## config.mk

```make
export PLATFORM = sky130hd
export DESIGN_NAME = rangefinder_sample_capture_ctrl
export DESIGN_NICKNAME = d
export VERILOG_FILES = /design/src/rtl/rangefinder_capture_pkg.sv /design/src/rtl/rangefinder_trig_edge.sv /design/src/rtl/rangefinder_sample_capture_ctrl.sv
export SDC_FILE = /design/constraint.sdc
export NUM_CORES = 1
export LEC_CHECK = 0
export ABC_AREA = 1
export CAP_MARGIN = 40
export CELL_PAD_IN_SITES_DETAIL_PLACEMENT = 0
export CELL_PAD_IN_SITES_GLOBAL_PLACEMENT = 2
export CORE_MARGIN = 4
export CORE_UTILIZATION = 22
export CTS_CLUSTER_DIAMETER = 40
export DETAILED_ROUTE_END_ITERATION = 7
export GPL_TIMING_DRIVEN = 1
export HOLD_SLACK_MARGIN = 0.06
export PLACE_DENSITY = 0.82
export SYNTH_ARGS = -nofsm -noshare
export SYNTH_HDL_FRONTEND = slang
export SYNTH_SLANG_ARGS = --single-unit
```

## constraint.sdc

```tcl
create_clock -name clk -period 1.5 [get_ports clk]
set_input_delay 0.3 -clock clk [delete_from_list [all_inputs] [get_ports clk]]
set_output_delay 0.3 -clock clk [all_outputs]
set_load 0.02 [all_outputs]
```

## src/rtl/rangefinder_capture_pkg.sv

```systemverilog
// Shared constants for the rangefinder sample capture controller:
// CSR word addresses, CTRL/STATUS bit positions and the capture FSM states.
package rangefinder_capture_pkg;

   // CSR word addresses
   localparam logic [1:0] CSR_CTRL   = 2'd0;
   localparam logic [1:0] CSR_STATUS = 2'd1;
   localparam logic [1:0] CSR_COUNT  = 2'd2;
   localparam logic [1:0] CSR_WPTR   = 2'd3;

   // CTRL bits (ARM/ABORT/SW_TRIG are write-1 pulses, IRQ_EN is sticky)
   localparam int CTRL_ARM     = 0;
   localparam int CTRL_ABORT   = 1;
   localparam int CTRL_SW_TRIG = 2;
   localparam int CTRL_IRQ_EN  = 3;

   // STATUS bits
   localparam int STAT_BUSY      = 0;
   localparam int STAT_DONE      = 1;
   localparam int STAT_TRIG_LOST = 2;
   localparam int STAT_ARMED     = 3;

   typedef enum logic [1:0] {
      S_IDLE    = 2'd0,
      S_ARMED   = 2'd1,
      S_CAPTURE = 2'd2
   } cap_state_e;

endpackage

```

## src/rtl/rangefinder_trig_edge.sv

```systemverilog
// Rising-edge detector for the hardware trigger. The previous-level register
// is forced high during reset so a trigger that is already high when reset
// releases is not seen as an edge; only a low-to-high transition counts.
module rangefinder_trig_edge (
   input  logic clk,
   input  logic reset,
   input  logic trig_i,
   output logic edge_o
);

   logic prev_q;

   // Remember last cycle's trigger level (masked high through reset)
   always_ff @(posedge clk) begin
      if (reset) begin
         prev_q <= 1'b1;
      end else begin
         prev_q <= trig_i;
      end
   end

   assign edge_o = trig_i & ~prev_q;

endmodule

```

## src/rtl/rangefinder_sample_capture_ctrl.sv

```systemverilog
// Rangefinder sample capture controller.
// A CSR slave arms a capture; a trigger (hardware edge or SW_TRIG) starts it,
// and COUNT consecutive valid ADC samples are written to the sample RAM's
// second port from address 0 with one cycle of latency. Completion sets DONE
// and raises irq when IRQ_EN is set.
// Optional build macro RANGEFINDER_CAPTURE_DECIM_EN: makes CSR 3 writable with
// a DECIM field in bits 31:24 and keeps one of every DECIM+1 valid samples.
module rangefinder_sample_capture_ctrl
   import rangefinder_capture_pkg::*;
#(
   parameter int ADDR_W = 8,
   parameter int DATA_W = 8
) (
   input  logic              clk,
   input  logic              reset,
   input  logic [1:0]        avs_address,
   input  logic              avs_chipselect,
   input  logic              avs_write,
   input  logic              avs_read,
   input  logic [31:0]       avs_writedata,
   output logic [31:0]       avs_readdata,
   input  logic              smp_valid,
   input  logic [DATA_W-1:0] smp_data,
   input  logic              trig_in,
   output logic [ADDR_W-1:0] ram_address,
   output logic              ram_chipselect,
   output logic              ram_write,
   output logic [DATA_W-1:0] ram_writedata,
   output logic              irq
);

   localparam int            CW         = ADDR_W + 1;
   localparam logic [CW-1:0] FULL_CNT   = {1'b1, {ADDR_W{1'b0}}};
   localparam logic [31:0]   FULL_CNT32 = 32'(FULL_CNT);

   cap_state_e          state_q, state_d;
   logic [CW-1:0]       wptr_q;
   logic [CW-1:0]       count_q;
   logic [CW-1:0]       count_act_q;
   logic [CW-1:0]       count_wr_val;
   logic                done_q;
   logic                trig_lost_q;
   logic                irq_en_q;
   logic                last_wr_q;
   logic                ram_write_q;
   logic [ADDR_W-1:0]   ram_address_q;
   logic [DATA_W-1:0]   ram_writedata_q;
   logic [31:0]         readdata_q;
   logic [31:0]         rd_mux;

   logic csr_wr, ctrl_wr, status_wr, count_wr;
   logic arm_req, abort_req, swtrig_req;
   logic trig_edge, keep;
   logic accept, last, start_cap, arm_go, lost_set;

   // ---------------- CSR write decode ----------------
   assign csr_wr     = avs_chipselect & avs_write;
   assign ctrl_wr    = csr_wr && (avs_address == CSR_CTRL);
   assign status_wr  = csr_wr && (avs_address == CSR_STATUS);
   assign count_wr   = csr_wr && (avs_address == CSR_COUNT);
   assign arm_req    = ctrl_wr & avs_writedata[CTRL_ARM];
   assign abort_req  = ctrl_wr & avs_writedata[CTRL_ABORT];
   assign swtrig_req = ctrl_wr & avs_writedata[CTRL_SW_TRIG];

   // Clamp COUNT writes: zero or anything beyond the RAM depth means full depth
   always_comb begin
      count_wr_val = FULL_CNT;
      if (avs_writedata != '0 && avs_writedata <= FULL_CNT32) begin
         count_wr_val = avs_writedata[CW-1:0];
      end
   end

   rangefinder_trig_edge u_trig_edge (
      .clk    (clk),
      .reset  (reset),
      .trig_i (trig_in),
      .edge_o (trig_edge)
   );

`ifdef RANGEFINDER_CAPTURE_DECIM_EN
   logic [7:0] decim_q;
   logic [7:0] dcnt_q;
   logic       wptr_wr;

   assign wptr_wr = csr_wr && (avs_address == CSR_WPTR);
   assign keep    = (dcnt_q == 8'd0);

   // Decimation: counter restarts on entry to CAPTURE so the first sample is kept
   always_ff @(posedge clk) begin
      if (reset) begin
         decim_q <= '0;
         dcnt_q  <= '0;
      end else begin
         if (wptr_wr) begin
            decim_q <= avs_writedata[31:24];
         end
         if (start_cap) begin
            dcnt_q <= '0;
         end else if (state_q == S_CAPTURE && smp_valid) begin
            dcnt_q <= (dcnt_q >= decim_q) ? 8'd0 : dcnt_q + 8'd1;
         end
      end
   end
`else
   assign keep = 1'b1;
`endif

   // Capture FSM state register
   always_ff @(posedge clk) begin
      if (reset) begin
         state_q <= S_IDLE;
      end else begin
         state_q <= state_d;
      end
   end

   // Next state plus the per-cycle capture strobes; ABORT outranks everything
   always_comb begin
      state_d   = state_q;
      accept    = 1'b0;
      last      = 1'b0;
      start_cap = 1'b0;
      arm_go    = 1'b0;
      lost_set  = 1'b0;
      case (state_q)
         S_IDLE: begin
            if (arm_req && !abort_req) begin
               state_d = S_ARMED;
               arm_go  = 1'b1;
            end
         end
         S_ARMED: begin
            if (abort_req) begin
               state_d = S_IDLE;
            end else if (trig_edge || swtrig_req) begin
               state_d   = S_CAPTURE;
               start_cap = 1'b1;
            end
         end
         S_CAPTURE: begin
            lost_set = trig_edge;
            if (abort_req) begin
               state_d = S_IDLE;
            end else if (smp_valid && keep) begin
               accept = 1'b1;
               if ((wptr_q + CW'(1)) == count_act_q) begin
                  last    = 1'b1;
                  state_d = S_IDLE;
               end
            end
         end
         default: state_d = S_IDLE;
      endcase
   end

   // Write pointer, RAM port driver and status flags
   always_ff @(posedge clk) begin
      if (reset) begin
         wptr_q          <= '0;
         count_q         <= FULL_CNT;
         count_act_q     <= FULL_CNT;
         done_q          <= 1'b0;
         trig_lost_q     <= 1'b0;
         irq_en_q        <= 1'b0;
         last_wr_q       <= 1'b0;
         ram_write_q     <= 1'b0;
         ram_address_q   <= '0;
         ram_writedata_q <= '0;
      end else begin
         ram_write_q <= accept;
         last_wr_q   <= last;
         if (accept) begin
            ram_address_q   <= wptr_q[ADDR_W-1:0];
            ram_writedata_q <= smp_data;
            wptr_q          <= wptr_q + CW'(1);
         end

         if (ctrl_wr) begin
            irq_en_q <= avs_writedata[CTRL_IRQ_EN];
         end
         if (count_wr) begin
            count_q <= count_wr_val;
         end

         // DONE: clear-on-write, then set by the final RAM write, then cleared by ARM
         if (status_wr && avs_writedata[STAT_DONE]) begin
            done_q <= 1'b0;
         end
         if (last_wr_q) begin
            done_q <= 1'b1;
         end
         if (arm_go) begin
            done_q      <= 1'b0;
            wptr_q      <= '0;
            count_act_q <= count_q;
         end

         if (status_wr && avs_writedata[STAT_TRIG_LOST]) begin
            trig_lost_q <= 1'b0;
         end
         if (lost_set) begin
            trig_lost_q <= 1'b1;
         end
      end
   end

   // CSR read mux
   always_comb begin
      rd_mux = '0;
      case (avs_address)
         CSR_CTRL: begin
            rd_mux[CTRL_IRQ_EN] = irq_en_q;
         end
         CSR_STATUS: begin
            rd_mux[STAT_BUSY]      = (state_q != S_IDLE);
            rd_mux[STAT_DONE]      = done_q;
            rd_mux[STAT_TRIG_LOST] = trig_lost_q;
            rd_mux[STAT_ARMED]     = (state_q == S_ARMED);
         end
         CSR_COUNT: begin
            rd_mux[CW-1:0] = count_q;
         end
         default: begin
            rd_mux[CW-1:0] = wptr_q;
`ifdef RANGEFINDER_CAPTURE_DECIM_EN
            rd_mux[31:24]  = decim_q;
`endif
         end
      endcase
   end

   // Registered read data, held between reads
   always_ff @(posedge clk) begin
      if (reset) begin
         readdata_q <= '0;
      end else if (avs_chipselect && avs_read) begin
         readdata_q <= rd_mux;
      end
   end

   assign avs_readdata   = readdata_q;
   assign ram_address    = ram_address_q;
   assign ram_chipselect = ram_write_q;
   assign ram_write      = ram_write_q;
   assign ram_writedata  = ram_writedata_q;
   assign irq            = done_q & irq_en_q;

endmodule

```

==> flow_summary.yaml <==
synthesis:
  synth_area_per_cell_um2: 7.113
  synthTopCellsByArea: "dfxtp_1, nand2_1, a21oi_1, buf_4, o21ai_0"
  synth_top_cell_area_share: 0.4089
  ys_ff_latch: 60
  ys_top_cells_by_count: "nand2_1, dfxtp_1, inv_1"
  yosysTopAreaCell: "dfxtp_1"
  ys_seq_area_frac: 0.4089
  synth_enable_flop_cells: 0
  async_flop_share: 0
  synth_cell_type_count: 34
  ys.flop_type: "dfxtp_1"
  netlist_area_um2: 2938
  yosysMostFrequentCell: "nand2_1"
  postSynthCellCount: 413
  ys_warn_count: 0
power:
  clockPowerShare: 0.413
  power_frac_comb: 0.198
  cellPowerDensity_nw_per_um2: 964.6
  totalPowerFinal_mw: 4.501
  leakage_nw: 2.115
  sequentialPowerShare: 0.389
  power.internal_mw: 3.251
  power_switching_share: 0.2777
  p_sw_mw: 1.250
  ir_drop_mv: 0.5278
route:
  vias: 3011
  wl_um: 8932
  viasPerCell: 4.130
  drt_iter0_drc: 102
  drt_first_pass_iters: 4
  drc: 0
  post_drt_wl_per_cell_um: 12.25
  antenna_left: 0
finish:
  design_area_um2: 4666
  seq_area_um2: 1209
  drive_gt1_frac: 0.2280
  n_fill_cell: 1399
  postLayoutCoreUtil: 0.3638
  multiInputGateArea_um2: 1505
  fin_cells: 729
  synthToLayoutAreaGrowth_pct: 58.82
  antenna_cells: 0
  layout.nets: 602
sta:
  grt_setup_unrepaired: "yes"
  maxSlewViolCount: 0
  finalSetupViolations: 2
  layout_setup_ws_ns: -0.08909
  max_freq_mhz: 629.3
  hold_viol: 0
  min_period_ns: 1.589
  whs_ns: 0.4194
  skew_ns: 0.003868
  fin_crit_sh: 1.059
worst_setup_path:
  arrival_ns: 1.80
  end_kind: "flip-flop"
  worst_ep_required_time_ns: 1.71
  reg2reg_from: "wptr_q[0]$_SDFFE_PP0P_"
  slowest_delay_ns: 0.37
  crit_top_cell: "nand2_1"
  r2r_slack_ns: -0.09
  path_max_fanout: 5
  cp_slowest_cell: "dfxtp_4"
  setup.worst_path.class: "flip-flop to flip-flop"
  worst_r2r_endpoint: "state_q[1]$_SDFFE_PP0P_"
  rr_worst_depth: 14
  crit_path_cell_trace: "buf_6, nand2_4, nor2_4, nand2_1, nand2_1, nand2_1, nand2_1, nand2_1, nor2_2, nand3_2, nand2_2, nand3_2, nand2_1, nor2_1"
  startpoint_type: "flip-flop"
floorplan:
  die_x_um: 123.6
  dieArea_um2: 15270
  start_util: 0.2291
  chipHeight_um: 123.6
  io_pins: 100
  rows: 41
  core_um2: 12820
clock_network:
  clock_latency_ns: 0.32
  cts_tree: "yes"
  path_clk_slew_ns: 0.05
  cts_max_path_buffers: 2
  cts.sinks: 60
  htree_levels: 3
  cts_buffers: 9
  cts-root-buf: "clkbuf_16"
grt:
  grt_pass1_vias: 3047
  grt_max_degree: 36
  antenna_found_initial: 0
  grt_pass1_wl_um: 14510
  grt.total_usage: 0.1207
  gr-total-overflow: 0
worst_hold_path:
  hold_start: "avs_writedata[0]"
  whs_path_depth: 4
  hold_path_class: "primary input to flip-flop"
  holdPathEnd: "count_q[0]$_SDFFE_PP0P_"
place:
  place_hpwl_um: 6918
  dp_cells: 700
  portBuffers: 76
  postPlaceCellArea_um2: 4175
  gp_congestion: 0.8232
job:
  maxCapViolCount: 0
run_status:
  violations: "negative setup slack"
  status: "complete, but fails checks"
-- flip-flops by register name, indices dropped and copies added (netlist names) --
| signal | cells |
|---|---|
| avs_readdata | 9 |
| count_act_q | 9 |
| count_q | 9 |
| wptr_q | 9 |
| ram_address | 8 |
| ram_writedata | 8 |
| state_q | 2 |
| done_q | 1 |
| irq_en_q | 1 |
| last_wr_q | 1 |
| ram_chipselect | 1 |
| trig_lost_q | 1 |
| u_trig_edge.prev_q | 1 |
-- power by group through the flow --
stage	clock, mW	combinational [mW]	sequential [mW]
after global placement	0	0.862	1.78
after floorplan	0	0.398	1.84
final	1.86	0.892	1.75
after CTS	1.93	0.874	1.75
after global routing	2.00	0.988	1.76
after detailed placement	0	0.871	1.78
-- layout by cell type, fill, tap and decap left out, types with 4 or more instances in the layout --
cell type / count
nor2_2: 5
o21ai_0: 34
nand3_1: 14
conb_1: 23
dfxtp_1: 56
buf_4: 60
buf_6: 6
nand2_1: 77
o21ai_1: 9
inv_1: 44
dlygate4sd2_1: 37
clkbuf_16: 9
nand2_2: 7
a21oi_1: 39
clkdlybuf4s50_1: 35
clkinv_2: 4
o221ai_1: 5
inv_2: 4
nor2_1: 33
-- worst max-delay path by stage --
| stage | start | to | slack [ns] | depth (start not counted) |
|---|---|---|---|---|
| after CTS | wptr_q[0]$_SDFFE_PP0P_ | state_q[1]$_SDFFE_PP0P_ | -0.14 | 12 |
| after global routing | wptr_q[1]$_SDFFE_PP0P_ | state_q[1]$_SDFFE_PP0P_ | -0.28 | 14 |
| after global placement | avs_writedata[4] | count_q[2]$_SDFFE_PP0P_ | -0.55 | 10 |
| after floorplan | wptr_q[0]$_SDFFE_PP0P_ | state_q[1]$_SDFFE_PP0P_ | 0.02 | 12 |
| final | wptr_q[0]$_SDFFE_PP0P_ | state_q[1]$_SDFFE_PP0P_ | -0.09 | 14 |
| after detailed placement | avs_chipselect | wptr_q[5]$_SDFFE_PP0P_ | -0.61 | 12 |
-- metal layers --
layer	routed length (um)	global-route usage	up-vias	part of all wire
met2	4535	0.2083	51	0.51
met1	3996	0.1507	1367	0.45
li1	-	-	1586	-
met3	327	0.02928	7	0.037
met5	0	0	-	0
met4	72	0.03045	0	0.0081
-- critical path, delay by kind of cell (launching register included) --
family,cells,cell delay (ns)
buffers and inverters,1,0.11
and+or+nand+nor,13,1.01
DFF,1,0.37
-- kinds of logic (layout without fill, tap and decap cells) --
group	Yosys count	in the layout	share of synthesized area
flops	60	60	0.4089
simple gates	158	158	0.2364
buf+inv	88	210	0.1491
xor+xnor	4	4	0.01193
fa+ha+maj	1	1	0.004258
compound gates	101	101	0.1882
other cells	1	23	0.001276
-- cell type report --
class	instances	area share
clock buffer	11	0.05202
clock inverter	5	0.005900
inverter	51	0.04425
multi-input combinational	287	0.3226
sequential	60	0.2591
tap	172	0.04612
timing repair buffer	143	0.2700
-- what timing repair did --
item	CTS	global route
resized for setup	63	25
hold buffers	0	0
setup buffers	11	3
pin swaps	19	17
setup endpoints to repair	73	30
-- stage by stage --
step / TNS, ns / worst slack (ns)
floorplan: 0 / 0.01682
global placement: -23.28 / -0.5500
detailed placement: -24.83 / -0.6091
CTS: -0.1936 / -0.1374
global route: -0.7079 / -0.2812
finish: -0.1433 / -0.08909
Power figures use the tool's default switching activity.
